$ cat src/rtl/vga_pixel_stream.sv
// vga_pixel_stream
//   Consumer of the VGA timing stage. Buffers a valid/ready pixel stream in a
//   small FIFO and pops one pixel per active-video pixel strobe. Sync signals are
//   re-timed with the colour so both leave aligned. Frame alignment uses the
//   start-of-frame flag carried with each pixel; after an underflow or a
//   frame-position mismatch the block drops back to ALIGN and resynchronises.
// Ports
//   i_clk, i_rst_n          clock, asynchronous active-low reset
//   i_pix_en                one-clk pixel strobe
//   i_de_in                 active-video flag (valid with i_pix_en)
//   i_hsync_in, i_vsync_in  sync from the timing stage (active high)
//   i_s_data, i_s_sof       upstream pixel and start-of-frame marker
//   i_s_valid, o_s_ready    upstream handshake
//   o_pix_out               registered colour
//   o_hsync_out/o_vsync_out registered sync
//   o_underflow, o_misalign sticky error flags, cleared by i_err_clr
module vga_pixel_stream #(
   parameter int unsigned    BPP       = 3,
   parameter int unsigned    DEPTH     = 16,
   parameter logic [BPP-1:0] ERR_COLOR = 3'b100
) (
   input  logic           i_clk,
   input  logic           i_rst_n,
   input  logic           i_pix_en,
   input  logic           i_de_in,
   input  logic           i_hsync_in,
   input  logic           i_vsync_in,
   input  logic [BPP-1:0] i_s_data,
   input  logic           i_s_sof,
   input  logic           i_s_valid,
   output logic           o_s_ready,
   output logic [BPP-1:0] o_pix_out,
   output logic           o_hsync_out,
   output logic           o_vsync_out,
   output logic           o_underflow,
   output logic           o_misalign,
   input  logic           i_err_clr
);

   localparam int unsigned AW = $clog2(DEPTH);
   localparam logic [AW:0] CntFull = (AW+1)'(DEPTH);

   typedef enum logic [1:0] {StAlign, StArmed, StRun} state_e;

   // FIFO storage: {sof, data}
   logic [BPP:0]   r_mem [DEPTH];
   logic [AW-1:0]  r_wr_ptr, r_rd_ptr;
   logic [AW:0]    r_count;

   state_e         r_state;
   logic           r_first_pix;
   logic [BPP-1:0] r_pix;
   logic           r_hsync, r_vsync, r_underflow, r_misalign;

   logic           w_full, w_empty, w_push, w_pop;
   logic [BPP:0]   w_head;
   logic           w_head_sof;
   logic [BPP-1:0] w_head_data;

   assign w_full      = (r_count == CntFull);
   assign w_empty     = (r_count == '0);
   assign w_head      = r_mem[r_rd_ptr];
   assign w_head_sof  = w_head[BPP];
   assign w_head_data = w_head[BPP-1:0];
   assign o_s_ready   = i_rst_n && !w_full;
   assign w_push      = i_s_valid && o_s_ready;

   // ALIGN discards non-sof heads every clk; RUN pops only a correctly placed pixel.
   always_comb begin
      w_pop = 1'b0;
      case (r_state)
         StAlign: w_pop = !w_empty && !w_head_sof;
         StRun:   w_pop = i_pix_en && i_de_in && !w_empty && (r_first_pix == w_head_sof);
         default: w_pop = 1'b0;
      endcase
   end

   always_ff @(posedge i_clk) begin
      if (w_push) r_mem[r_wr_ptr] <= {i_s_sof, i_s_data};
   end

   always_ff @(posedge i_clk or negedge i_rst_n) begin
      if (!i_rst_n) begin
         r_wr_ptr <= '0;
         r_rd_ptr <= '0;
         r_count  <= '0;
      end else begin
         if (w_push) r_wr_ptr <= r_wr_ptr + 1'b1;
         if (w_pop)  r_rd_ptr <= r_rd_ptr + 1'b1;
         if (w_push && !w_pop)      r_count <= r_count + 1'b1;
         else if (!w_push && w_pop) r_count <= r_count - 1'b1;
      end
   end

   always_ff @(posedge i_clk or negedge i_rst_n) begin
      if (!i_rst_n) begin
         r_state     <= StAlign;
         r_first_pix <= 1'b0;
         r_pix       <= '0;
         r_hsync     <= 1'b0;
         r_vsync     <= 1'b0;
         r_underflow <= 1'b0;
         r_misalign  <= 1'b0;
      end else begin
         // Clear first so a same-clk set (assigned later) wins.
         if (i_err_clr) begin
            r_underflow <= 1'b0;
            r_misalign  <= 1'b0;
         end
         if (i_pix_en) begin
            r_hsync <= i_hsync_in;
            r_vsync <= i_vsync_in;
         end
         case (r_state)
            StAlign: begin
               if (i_pix_en) r_pix <= '0;
               if (!w_empty && w_head_sof) r_state <= StArmed;
            end
            StArmed: begin
               if (i_pix_en) begin
                  r_pix <= '0;
                  if (i_vsync_in) begin
                     r_state     <= StRun;
                     r_first_pix <= 1'b1;
                  end
               end
            end
            StRun: begin
               if (i_pix_en) begin
                  if (i_de_in) begin
                     if (w_empty) begin
                        r_pix       <= ERR_COLOR;
                        r_underflow <= 1'b1;
                        r_state     <= StAlign;
                     end else if (r_first_pix != w_head_sof) begin
                        r_pix      <= '0;
                        r_misalign <= 1'b1;
                        r_state    <= StAlign;
                     end else begin
                        r_pix       <= w_head_data;
                        r_first_pix <= 1'b0;
                     end
                  end else begin
                     r_pix <= '0;
                  end
                  // Any strobe inside vsync re-arms the first-pixel expectation.
                  if (i_vsync_in) r_first_pix <= 1'b1;
               end
            end
            default: r_state <= StAlign;
         endcase
      end
   end

   assign o_pix_out   = r_pix;
   assign o_hsync_out = r_hsync;
   assign o_vsync_out = r_vsync;
   assign o_underflow = r_underflow;
   assign o_misalign  = r_misalign;

endmodule

$ cat config.mk
export PLATFORM = sky130hd
export DESIGN_NAME = vga_pixel_stream
export DESIGN_NICKNAME = d
export VERILOG_FILES = /design/src/rtl/vga_pixel_stream.sv
export SDC_FILE = /design/constraint.sdc
export NUM_CORES = 1
export LEC_CHECK = 0
export ABC_AREA = 0
export CAP_MARGIN = 20
export CELL_PAD_IN_SITES_DETAIL_PLACEMENT = 0
export CELL_PAD_IN_SITES_GLOBAL_PLACEMENT = 1
export CORE_MARGIN = 2
export CORE_UTILIZATION = 50
export CTS_BUF_LIST = sky130_fd_sc_hd__clkbuf_4 sky130_fd_sc_hd__clkbuf_8 sky130_fd_sc_hd__clkbuf_16
export CTS_CLUSTER_DIAMETER = 150
export DETAILED_ROUTE_END_ITERATION = 8
export GPL_ROUTABILITY_DRIVEN = 0
export MAX_ROUTING_LAYER = met4
export PLACE_DENSITY_LB_ADDON = 0.1
export SYNTH_ARGS = -nofsm -noshare
export SYNTH_HDL_FRONTEND = slang
export SYNTH_SLANG_ARGS = --single-unit
$ cat constraint.sdc
create_clock -name i_clk -period 4.03 [get_ports i_clk]
set_input_delay 1.209 -clock i_clk [delete_from_list [all_inputs] [get_ports i_clk]]
set_output_delay 1.209 -clock i_clk [all_outputs]
set_load 0.01 [all_outputs]
* Word-level counts from Yosys, hierarchy flattened
Memories as Yosys holds them, arrays and structs flattened. Cells that the tools add are included.
Word-level totals: register bits 23, bits in latches 0, memory bits (writable) 64, memory bits (read-only) 0, bits of input ports 12, output and inout bits 8, word-level logic and storage cells 91, memories kept 1
Memories:
- r_mem | words 16, width 4, read ports 1, clocked after Yosys merged registers in 0, wr ports 1, line 46 | logic [BPP:0] r_mem [DEPTH];
Operators by class: $add $sub $neg 4, multipliers 0, div/mod/pow operators 0, magnitude comparators 0, eq/ne operators 15, shift operators 0, muxes and demuxes 38, bitwise logic cells 0, reductions and logical operators 23
Operators by type and width (count):
- $mux W1 | 20
- $mux W3 | 5
- $mux W2 | 7
- $ne A3 B3 Y1 const B | 4
- $mux W5 | 2
- $ne A2 B2 Y1 const B | 5
- $logic_and A1 B1 Y1 | 9
- $add A4 B1 Y4 const B | 2
- $reduce_and A7 Y1 | 1
- $pmux W2 S3 | 1
- $pmux W3 S2 | 1
- $reduce_and A6 Y1 | 1
- $reduce_bool A2 Y1 | 3
- $add A5 B1 Y5 const B | 1
- $eq A5 B5 Y1 const B | 1
- $logic_not A1 Y1 | 5
- $logic_not A5 Y1 | 1
- $sub A5 B1 Y5 const B | 1
- $pmux W1 S2 | 2
- $reduce_and A3 Y1 | 1
- $eq A2 B1 Y1 const B | 1
- $eq A2 B2 Y1 const B | 1
- $logic_not A2 Y1 | 1
- $ne A2 B1 Y1 const B | 1
- other kinds (3) | 3

* Logic depth before layout (Yosys ltp)
Gate-level depths: netlist of the first run.
depth in word-level cells 8, mapped depth 15, depth with buffers taken out 13

* Worst setup path before layout of the first run
Ideal clock, no wire load.
path kind input-to-reg, start point input i_rst_n, end point register r_count[4], arrival time 3.164 ns, path slack 0.743 ns, cell stages on the path 11, path buffers 0, cells stage by stage a21boi_0 > nand2_1 > clkinv_1 > ha_1 > inv_1 > fa_1 > a21o_1 > a21oi_1 > xnor2_1 > nor2_1 > xnor2_1
Between the ends: longest elaborated chain between the ends 5, elaborated cells between the ends (all ways) 7, classes of those cells mux (1); reduce/logical (6)
Ends and longest elaborated chain:
- from (decl) | line 23 | input logic i_rst_n,
- $logic_and A1 B1 Y1 (*) | line 65 | assign o_s_ready = i_rst_n && !w_full;
- $logic_and A1 B1 Y1 (*) | line 66 | assign w_push = i_s_valid && o_s_ready;
- named net w_push | line 55 | logic w_full, w_empty, w_push, w_pop;
- $logic_not A1 Y1 | line 91 | else if (!w_push && w_pop) r_count <= r_count - 1'b1;
- $logic_and A1 B1 Y1 | line 91
- $reduce_bool A2 Y1 (no source line)
- to (signal assigned) | line 90 | if (w_push && !w_pop) r_count <= r_count + 1'b1;
- to (signal assigned) | line 91
- to (decl) | line 48 | logic [AW:0] r_count;
The timed path passes the listed nets; every way through them passes the cells marked *. A chain may end at the register's enable or synchronous reset.

* Worst setup path in the final report of the first run
start point input i_rst_n, end point output o_s_ready
Between the ends: longest elaborated chain between the ends 1
Ends and longest elaborated chain:
- $logic_and A1 B1 Y1 | line 65
- to (decl) | line 31 | output logic o_s_ready,
No other way between the ends.

==> results of run 1 <==
## metal layers
metal,vias to the layer above,part of all wire,GRT usage
met2,43,0.46,0.272
met1,1006,0.48,0.253
li1,975,-,-
met3,6,0.041,0.0481
met4,0,0.014,0.0644
met5,-,0,-
## power breakdown
group | switching [mW] | leakage [nW] | internal [mW]
clock | 0.303 | 0.101 | 0.287
sequential | 0.130 | 0.858 | 1.09
combinational | 0.490 | 0.622 | 0.476
total | 0.923 | 1.58 | 1.85
## logic make-up after synthesis
| group | Yosys count |
|---|---|
| mux | 24 |
| flops | 87 |
| simple gates | 55 |
| buf+inv | 18 |
| xor+xnor | 12 |
| compound gates | 35 |
| fa+ha+maj | 10 |
## worst paths after layout
kind / end / slack, ns / cells after the start
max: o_s_ready / 0.30 / 3
min reg2reg: o_pix_out[1] / 0.50 / 1
max reg2reg: r_count[4] / 0.57 / 14
min in group asynchronous: o_vsync_out / 1.26 / 2
max in group asynchronous: r_rd_ptr[2] / 2.53 / 2
min: o_pix_out[1] / 0.50 / 1
## registers in the layout, summed over array words and instances (netlist names)
name and count:
o_vsync_out 1, r_rd_ptr 4, o_misalign 1, r_state 2
r_mem 64, r_wr_ptr 4, r_count 5, r_first_pix 1
o_pix_out 3, o_hsync_out 1, o_underflow 1
## per-stage QoR
step / instance area [um^2] / setup slack, ns
2_1_floorplan: 3780 / 0.743
3_3_place_gp: 4100 / 0.184
3_5_place_dp: 4100 / 0.102
4_1_cts: 4300 / 0.269
5_1_grt: 4300 / 0.262
6_report: 4300 / 0.300
## cell usage after synthesis, types with 2 or more instances
library cell and instances:
a211o_1 2, a21boi_0 2, a21o_1 2, a21oi_1 7
a221oi_1 4, a22oi_1 2, a32o_1 2, a32oi_1 2
and2_1 18, clkbuf_1 3, dfrtp_1 23, edfxtp_1 64
ha_1 9, inv_1 10, mux2_2 2, mux2i_1 8
mux4_1 6, mux4_2 7, nand2_1 16, nand2b_1 2
nor2_1 9, nor3_1 2, o21ai_0 7, xnor2_1 11
## cell type report
type | count | area, um^2
multi-input combinational | 136 | 1190
clock buffer | 9 | 124
fill | 616 | 3000
sequential | 87 | 2500
inverter | 11 | 41.3
clock inverter | 7 | 73.8
timing repair buffer | 26 | 243
tap | 99 | 124
## critical path, cell delays in order
cell and delay [ns]:
clkdlybuf4s50_1 0.48, a21boi_0 0.24, clkdlybuf4s50_1 0.58
==> flow_metrics.tcl, run 1 <==
set metrics [dict create \
    synth_cell_types 45 \
    layout-drive-gt1-share 0.127 \
    synth-simple-area-share 0.0744 \
    cts_tree "yes" \
    cts-root-buf "clkbuf_8" \
    maxSlewHeadroom 0.606 \
    synth_area_per_cell_um2 15.7 \
    start_util 0.519 \
    yosysWarnings 0 \
    p_leak_nw 1.58 \
    antenna_found_initial 0 \
    stdcell_count 375 \
    cts_max_level 3 \
    setup_viol 0 \
    drt_wl_total_mm 6.85 \
    cp_max_fo 2 \
    clk_path_buf_depth 2 \
    ir_worst_vdd_uv 344 \
    clock-sinks 87 \
    synth_top_area_frac 0.508 \
    synthFlopType "edfxtp_1" \
    hold_slack_ns 0.500 \
    grt_usage 0.185 \
    final_common_cell "edfxtp_1" \
    clk_pin_slew_worst_paths_ns 0.09 \
    rsz0062_at_grt "false" \
    clock_latency_ns 0.35 \
    drc_errors 0 \
    final_antenna_net_count 0 \
    endpoint_kind "output port" \
    cts_resized 0 \
    grt_max_degree 24 \
    num_rows 31 \
    status "finished clean" \
    n_antenna_cell 0 \
    syn_to_final_growth_pct 13.6 \
    dieWidth_um 91.0 \
    cts_buffers 9 \
    critPathLaunch "i_rst_n" \
    cts-hold-fix-buffers 0 \
    synth_compound_area_frac 0.0638 \
    fin_skew_ns 0.00708 \
    worst_pin_slew_ns 0.589 \
    hold_class "reg -> reg" \
    yosys.area_share.xor_xnor 0.0278 \
    hold_path.startpoint "o_pix_out[1]" \
    max-cap-violations 0 \
    critPathKind "in -> out" \
    synthMuxAreaShare 0.114 \
    grt_pass1_wl_mm 11.0 \
    die_y_um 91.0 \
    io_pins 20 \
    worstPathArrival_ns 2.52 \
    place.port_buffers 19 \
    grt_pass1_vias 2071 \
    coreArea_mm2 0.00729 \
    post-cts-setup-buffer-count 0 \
    crit_required_ns 2.82 \
    async_flop_share 0.264 \
    final_core_util 0.589 \
    fp.dieArea_mm2 0.00828 \
    finalSetupTns_ns 0 \
    syn_inst 241 \
    max_freq_ghz 0.268 \
    fin_crit_sh 0.926 \
    syn-cell-area_mm2 0.00378 \
    nets 293 \
    layout_common_cells "64 x edfxtp_1, 23 x dfrtp_1, 19 x clkdlybuf4s50_1, 18 x and2_1, 16 x nand2_1" \
    synth_area_leaders "edfxtp_1 51%, dfrtp_1 15%, mux4_1 4.2%" \
    synth_top_family_by_area "multiplexers" \
    powerDensity_mw_per_mm2 645 \
    yosysTopAreaCell "edfxtp_1" \
    drtIter0Drc 101 \
    yosysSeqAreaShare 0.660 \
    reg2reg_from "r_rd_ptr[0]" \
    dr.pass1.iters 4 \
    wl_per_cell_um 18.3 \
    synth-seq-cells 87 \
    dp.cells 359 \
    grt_overflow 0 \
    hold_viol 0 \
    drv_slew 0 \
    via_per_inst 5.41 \
    synth_edf_count 64 \
    hpwlAfterDp_mm 4.90 \
    p_total_mw 2.77 \
    start_kind "primary input" \
    period_minus_slack_ns 3.73 \
    dr_total_vias 2030 \
    synth_fa_ha_area_frac 0.0351 \
    synth_fp_nets 263 \
]
Note: power is estimated with default switching activity, not from simulation.
==> run 2: changes to the inputs <==
- SLEW_MARGIN: default -> 20
==> results of run 2 <==
Same layout as run 1: the final DEF is identical, and so are final timing and power.
==> run 3: changes to the inputs <==
- clock period: 4.03 -> 4.15 ns (I/O delays scaled with it)
==> flow_metrics.tcl, run 3 (synthesis gave the netlist of run 1 again) <==
set metrics [dict create \
    status "finished clean" \
    cts_tree "yes" \
    crit_required_ns 2.90 \
    maxSlewHeadroom 0.623 \
    ir_worst_vdd_uv 366 \
    critPathKind "in -> out" \
    coreArea_mm2 0.00729 \
    period_minus_slack_ns 3.81 \
    num_rows 31 \
    layout-drive-gt1-share 0.120 \
    seq_power_share 0.431 \
    max_stage_delay_ns 0.59 \
    p_total_mw 2.73 \
    antenna_found_initial 0 \
    post_dp_cell_area_mm2 0.00408 \
    p_clk_frac 0.232 \
    powerDensity_mw_per_mm2 635 \
    worst_pin_slew_ns 0.563 \
    fin_crit_sh 0.918 \
    max_freq_ghz 0.263 \
    place.port_buffers 19 \
    fin_skew_ns 0.00951 \
    critPathSlowestCell "clkdlybuf4s50_1" \
    cts_max_level 3 \
    layout_common_cells "64 x edfxtp_1, 23 x dfrtp_1, 19 x clkdlybuf4s50_1, 18 x and2_1, 16 x nand2_1" \
    regMostFlops "r_mem" \
    drtIter0Drc 126 \
    syn_to_final_growth_pct 13.8 \
    grt_pass1_wl_mm 11.0 \
    finalInstanceArea_mm2 0.00430 \
    finalSetupTns_ns 0 \
    p_leak_nw 1.57 \
    hpwlAfterDp_mm 4.87 \
    final_antenna_net_count 0 \
    path_cells "clkdlybuf4s50_1 -> a21boi_0 -> clkdlybuf4s50_1" \
    n_antenna_cell 0 \
    via_per_inst 5.46 \
    cts_buffers 9 \
    start_kind "primary input" \
    start_util 0.519 \
    dieWidth_um 91.0 \
    fillers 625 \
    drv_slew 0 \
    clock_latency_ns 0.35 \
    rsz0062_at_grt "false" \
    nets 291 \
    die_y_um 91.0 \
    hold_viol 0 \
    intPower_mw 1.85 \
    clk_pin_slew_worst_paths_ns 0.09 \
    grt_overflow 0 \
    dp.cells 357 \
    endpoint_kind "output port" \
    cts-hold-fix-buffers 0 \
    hold_class "reg -> reg" \
    netSwitchingFraction 0.324 \
    combPwrFrac 0.337 \
    stdcell_count 373 \
    fp.dieArea_mm2 0.00828 \
    grt_usage 0.183 \
    grt_pass1_vias 2083 \
    drt_wl_total_mm 6.71 \
    reg_top3 "r_mem (64), r_count (5)" \
    cp_max_fo 2 \
    io_pins 20 \
    drc_errors 0 \
    max-cap-violations 0 \
    dr.pass1.iters 4 \
    final_common_cell "edfxtp_1" \
    largest_reg_flops 64 \
    worstPathArrival_ns 2.56 \
    path_common_cell "clkdlybuf4s50_1" \
    clk_path_buf_depth 2 \
    clock-sinks 87 \
    dr_total_vias 2035 \
    cts_resized 0 \
    wl_per_cell_um 18.0 \
    p_switching_uw 884 \
    cts-root-buf "clkbuf_8" \
    post-cts-setup-buffer-count 0 \
    hold_slack_ns 0.500 \
    grt_max_degree 24 \
    setup_viol 0 \
]
## run 3: through the flow
| step | util | setup slack [ns] |
|---|---|---|
| 3_5_place_dp | 0.560 | 0.158 |
| 4_1_cts | 0.590 | 0.299 |
| 6_report | 0.590 | 0.342 |
| 3_3_place_gp | 0.560 | 0.195 |
| 2_1_floorplan | - | 0.827 |
| 5_1_grt | 0.590 | 0.244 |
## run 3: critical path, delay by kind of cell
family	cells	cell delay, ns
compound gates	1	0.25
buf+inv	2	1.06
## run 3: power groups by stage
stage               logic (mW)  registers (mW)  clock network, mW
finish                   0.920            1.18              0.636
global route              1.03            1.20              0.681
CTS                      0.934            1.18              0.651
detailed placement       0.929            1.20                  0
global placement         0.924            1.20                  0
floorplan                0.740            1.15                  0
## run 3: final timing paths
path	start	endpoint	slack, ns	cells after the start
setup / recovery	i_rst_n	o_s_ready	0.34	3
hold / removal	o_pix_out[0]	o_pix_out[0]	0.50	1
setup reg to reg	r_rd_ptr[0]	r_count[4]	0.69	14
hold reg to reg	o_pix_out[0]	o_pix_out[0]	0.50	1
max in group asynchronous	i_rst_n	r_rd_ptr[0]	2.64	2
min in group asynchronous	i_rst_n	r_state[0]	1.27	2
## run 3: cell type report
cell class | instances | area (um^2) | area share
clock buffers | 9 | 124 | 0.0288
clock inverters | 7 | 96.3 | 0.0224
repair buffers | 24 | 228 | 0.0529
multi-input cells | 136 | 1190 | 0.277
well taps | 99 | 124 | 0.0288
inverters | 11 | 41.3 | 0.00959
flip-flops and latches | 87 | 2500 | 0.580
## run 3: routing by layer
layer	GRT usage	vias to the layer above	share of wire
met3	0.0274	11	0.026
met1	0.257	1016	0.48
met5	-	-	0
met2	0.271	38	0.48
met4	0.0795	0	0.019
li1	-	970	-
==> RTL edit 1: new RTL, settings of run 1 <==
Change the parameter `DEPTH` from 16 to 32.
--- a/src/rtl/vga_pixel_stream.sv
+++ b/src/rtl/vga_pixel_stream.sv
@@ -16,7 +16,7 @@
 //   o_underflow, o_misalign sticky error flags, cleared by i_err_clr
 module vga_pixel_stream #(
    parameter int unsigned    BPP       = 3,
-   parameter int unsigned    DEPTH     = 16,
+   parameter int unsigned    DEPTH     = 32,
    parameter logic [BPP-1:0] ERR_COLOR = 3'b100
 ) (
    input  logic           i_clk,
Check against the original RTL: same outputs for any inputs over 4 cycles, from zero or initial values and one cycle with i_rst_n low; that may be too few to reach the edited logic, so the function may still have changed.
==> RTL edit 1 against run 1 <==
Sequential cell count is 67 higher; setup slack better by 0.045 ns; sequential share of layout area is 0.94 points higher; clock power grew to 2.6 times the old value; design area is 77% higher; utilization is 0.90 points higher; power is 81% higher; sequential power is 69% higher; routed wire length is 86% higher; via count is 72% higher; synthesized area is 73% higher; critical path type is now reg2reg; critical endpoint is now r_count[5]$_DFFE_PN0P_.
==> RTL edit 1: results (changes against run 1) <==
metric	value	unit	change
status	finished, final reports clean		
Total GRT Usage	20.5	%	+2.0 points
Signal buf overhead	4.77	%	-0.88 points
Non-clk invs	9		-2
fin area	0.00761	sq mm	+77%
DRT Pass-1 Iters	5		+1
Layout Nets	475		+62%
Worst-path clk slew	0.06	ns	-0.03 ns
slowest stage cell, crit path	dfrtp_1		
Clock buffers and inverters, area share	7.48	%	+2.9 points
CTS root buffer	clkbuf_16		
CLK BUF	19		+10
FFs w/ async S/R, synth	16.9	%	-9.6 points
met2 track demand over resource	28.8	%	+1.6 points
Layout Skew	0.00891	ns	+0.00184 ns
Critical Path Fanout Max	10		+8
Cell Area, Placed	0.00704	sq mm	+72%
R2R Setup Slk	0.35	ns	-0.22 ns
hold path depth	2		+1
clk_lat worst skew	0.42	ns	+0.07 ns
Vias	3496		+72%
Post-synth EDFFs	128		+100%
FILL cells	1040		+69%
hold slack final	0.474	ns	-0.0263 ns
Synth cell types	52		+16%
hold endpoint	o_pix_out[0]$_DFFE_PN0P_		
-- RTL edit 1: per-stage QoR --
stage / std cells / total power (uW)
after floorplan: 408 / 3100
after global placement: 605 / 3510
after detailed placement: 605 / 3530
after CTS: 637 / 5050
after global routing: 637 / 5280
final: 637 / 5010
-- RTL edit 1: worst max-delay path, delay by kind of cell, from the launching register on --
family / cells / cell delay, ns
XOR/XNOR: 2 / 0.28
AO/OA/AOI/OAI: 6 / 1.04
adder cells (fa/ha/maj): 2 / 0.52
AND/OR/NAND/NOR: 3 / 0.48
multiplexers: 1 / 0.36
buffers and inverters: 2 / 0.21
flip-flops: 1 / 0.67
-- RTL edit 1: worst max path at each step --
stage | slack [ns] | depth (start not counted) | from | endpoint
2_1_floorplan | 0.54 | 15 | i_de_in | r_count[5]$_DFFE_PN0P_
3_3_place_gp | 0.08 | 15 | i_de_in | r_count[5]$_DFFE_PN0P_
3_5_place_dp | 0.05 | 15 | i_de_in | r_count[5]$_DFFE_PN0P_
4_1_cts | 0.30 | 16 | r_rd_ptr[2]$_DFFE_PN0P_ | r_count[5]$_DFFE_PN0P_
5_1_grt | 0.02 | 17 | r_rd_ptr[2]$_DFFE_PN0P_ | r_count[5]$_DFFE_PN0P_
6_report | 0.35 | 16 | r_rd_ptr[2]$_DFFE_PN0P_ | r_count[5]$_DFFE_PN0P_
-- RTL edit 1: kinds of logic after synthesis --
| group | after synthesis | synth area share (%) |
|---|---|---|
| AO/OA/AOI/OAI | 52 | 5.13 |
| XOR/XNOR | 14 | 1.87 |
| adder cells (fa/ha/maj) | 11 | 2.21 |
| buffers and inverters | 26 | 1.97 |
| flip-flops | 154 | 68.5 |
| multiplexers | 49 | 13.1 |
| AND/OR/NAND/NOR | 102 | 7.23 |
==> RTL edit 2: new RTL, settings of run 1 <==
Without the edit above. Put one more register stage on the output `o_hsync_out`, with the module's reset. The value now appears one clock later. The other outputs are not delayed to match. Comments in the files are not updated.
--- a/src/rtl/vga_pixel_stream.sv
+++ b/src/rtl/vga_pixel_stream.sv
@@ -153,7 +153,13 @@
    end
 
    assign o_pix_out   = r_pix;
-   assign o_hsync_out = r_hsync;
+   always_ff @(posedge i_clk or negedge i_rst_n) begin
+      if (!i_rst_n) begin
+         o_hsync_out <= '0;
+      end else begin
+         o_hsync_out <= r_hsync;
+      end
+   end
    assign o_vsync_out = r_vsync;
    assign o_underflow = r_underflow;
    assign o_misalign  = r_misalign;
Check against the original RTL: not equivalent (a bounded check fails within 4 cycles, from zero or initial values and one cycle with i_rst_n low).
==> RTL edit 2 against run 1 <==
Sequential share of layout area grew 0.36 points; design area increased by 0.38%; utilization decreased by 0.090 points; power is 0.45% lower; hold slack got worse by 0.13 ns; cell count unchanged; die area grew 0.63%; clock power is essentially flat; synthesized area rose by 0.66%; setup slack improved by 0.024 ns; routed wire length is 3.9% lower; sequential cell count rose by 1; synthesized cell count up 0.41%; maximum frequency up 0.65%; critical path type unchanged.
==> RTL edit 2: results (changes against run 1) <==
metric	value	unit	change
fraction of area in multi-input gates	27.7	%	-0.10 points
ANT cells	0		unchanged
FFs w/ async S/R, synth	27.3	%	+0.84 points
IO Port Bufs	19		unchanged
P_leak	0.00158	uW	+0.20%
non-clock buffer count	25		-3.8%
layout cells sized above 1	12.7	%	unchanged
Slew headroom	61.4	%	+0.80 points
hold path depth	0		-1
cell count after synthesis	242		+0.41%
CP Data Arrival Time	2.50	ns	-0.02 ns
met2 track demand over resource	26.5	%	-0.68 points
Max stage delay on crit path	0.57	ns	
Synth Area in Compound Gates	6.34	%	-0.042 points
crit path launch	i_rst_n		
Cell Area, Placed	0.00412	sq mm	+0.43%
mux cell area share after synthesis	11.4	%	-0.075 points
R2R Setup Slk	0.53	ns	-0.04 ns
share of the core filled with cells	58.8	%	-0.090 points
area grow syn2layout	13.2	%	
GR Util met1	25.2	%	-0.058 points
ranking of synthesized cells by area	edfxtp_1, dfrtp_1, mux4_1		
Total GRT Usage	18.0	%	-0.50 points
sequential fraction of the synthesis area	66.2	%	+0.22 points
Clock Tree Buf Depth	2		unchanged
Mapped Avg Cell Area	15.7	sq um	+0.25%
Signal buf overhead	5.45	%	-0.20 points
hold endpoint	o_hsync_out$_DFF_PN0_		
FILL cells	543		-12%
Routed WL	6.59	mm	-3.9%
Critical path destination	o_s_ready		
vias in the first global route	2020		-2.5%
flip-flop and latch share of the layout cell area	58.5	%	+0.36 points
Synth Warn #	0		unchanged
Clock buffers and inverters, area share	4.55	%	-0.046 points
xor and xnor area share after synthesis	2.76	%	-0.018 points
dpl ws	0.142	ns	+0.0401 ns
wire per inst	17.6	microns	-3.9%
critical hold path startpoint	r_hsync$_DFFE_PN0P_		
Yosys reg bits	88		+1.1%
Layout Skew	0.00583	ns	-0.00124 ns
vias per cell	5.39		-0.44%
post-synthesis adder-cell area fraction	3.48	%	-0.023 points
met3 Resource Use GR	2.82	%	-2.0 points
Iter 0 DRT Violations	135		+34%
synth cell count leaders	edfxtp_1, dfrtp_1, and2_1		
first-pass GRT wire length	10.8	mm	-1.3%
Non-clk invs	11		unchanged
detailed placement HPWL	4.70	mm	-4.0%
WL met2	3.14	mm	-1.4%
status	finished, final reports clean		
hold slack final	0.373	ns	-0.127 ns
peak supply drop	0.398	mV	+15%
met3 wire len	200	microns	-29%
M1 WL	3.13	mm	-4.9%
largest net degree at the start of global routing	25		+4.2%
net count after synthesis	264		+0.38%
-- RTL edit 2: cell types whose count changed after synthesis, sizes merged --
cell,run 1,this run
dfrtp,23,24
-- RTL edit 2: logic make-up (layout without fill, tap and decap cells) --
logic type                 Yosys count  in the layout
and+or+nand+nor                     55             55
AOI/OAI and AO/OA                   35             35
DFF                                 88             88
muxes                               24             24
buffers and inverters               18             52
adders and majority gates           10             10
xor gates and xnor gates            12             12
-- RTL edit 2: worst register-to-register path, cell delays in order, from the launching register on --
cell and delay (ns):
dfrtp_1 0.53, buf_4 0.32, mux2i_1 0.13, a221oi_1 0.45
a22oi_1 0.19, a211o_1 0.33, and2_4 0.19, ha_1 0.20
inv_1 0.13, ha_1 0.28, a21o_1 0.17, a21oi_1 0.16
xnor2_1 0.14, nor2_1 0.06, xnor2_1 0.12
-- RTL edit 2: power by group --
| group | switching, uW | internal (uW) | total (uW) |
|---|---|---|---|
| sequential | 125 | 1100 | 1220 |
| combinational | 480 | 471 | 950 |
| clock | 345 | 243 | 588 |
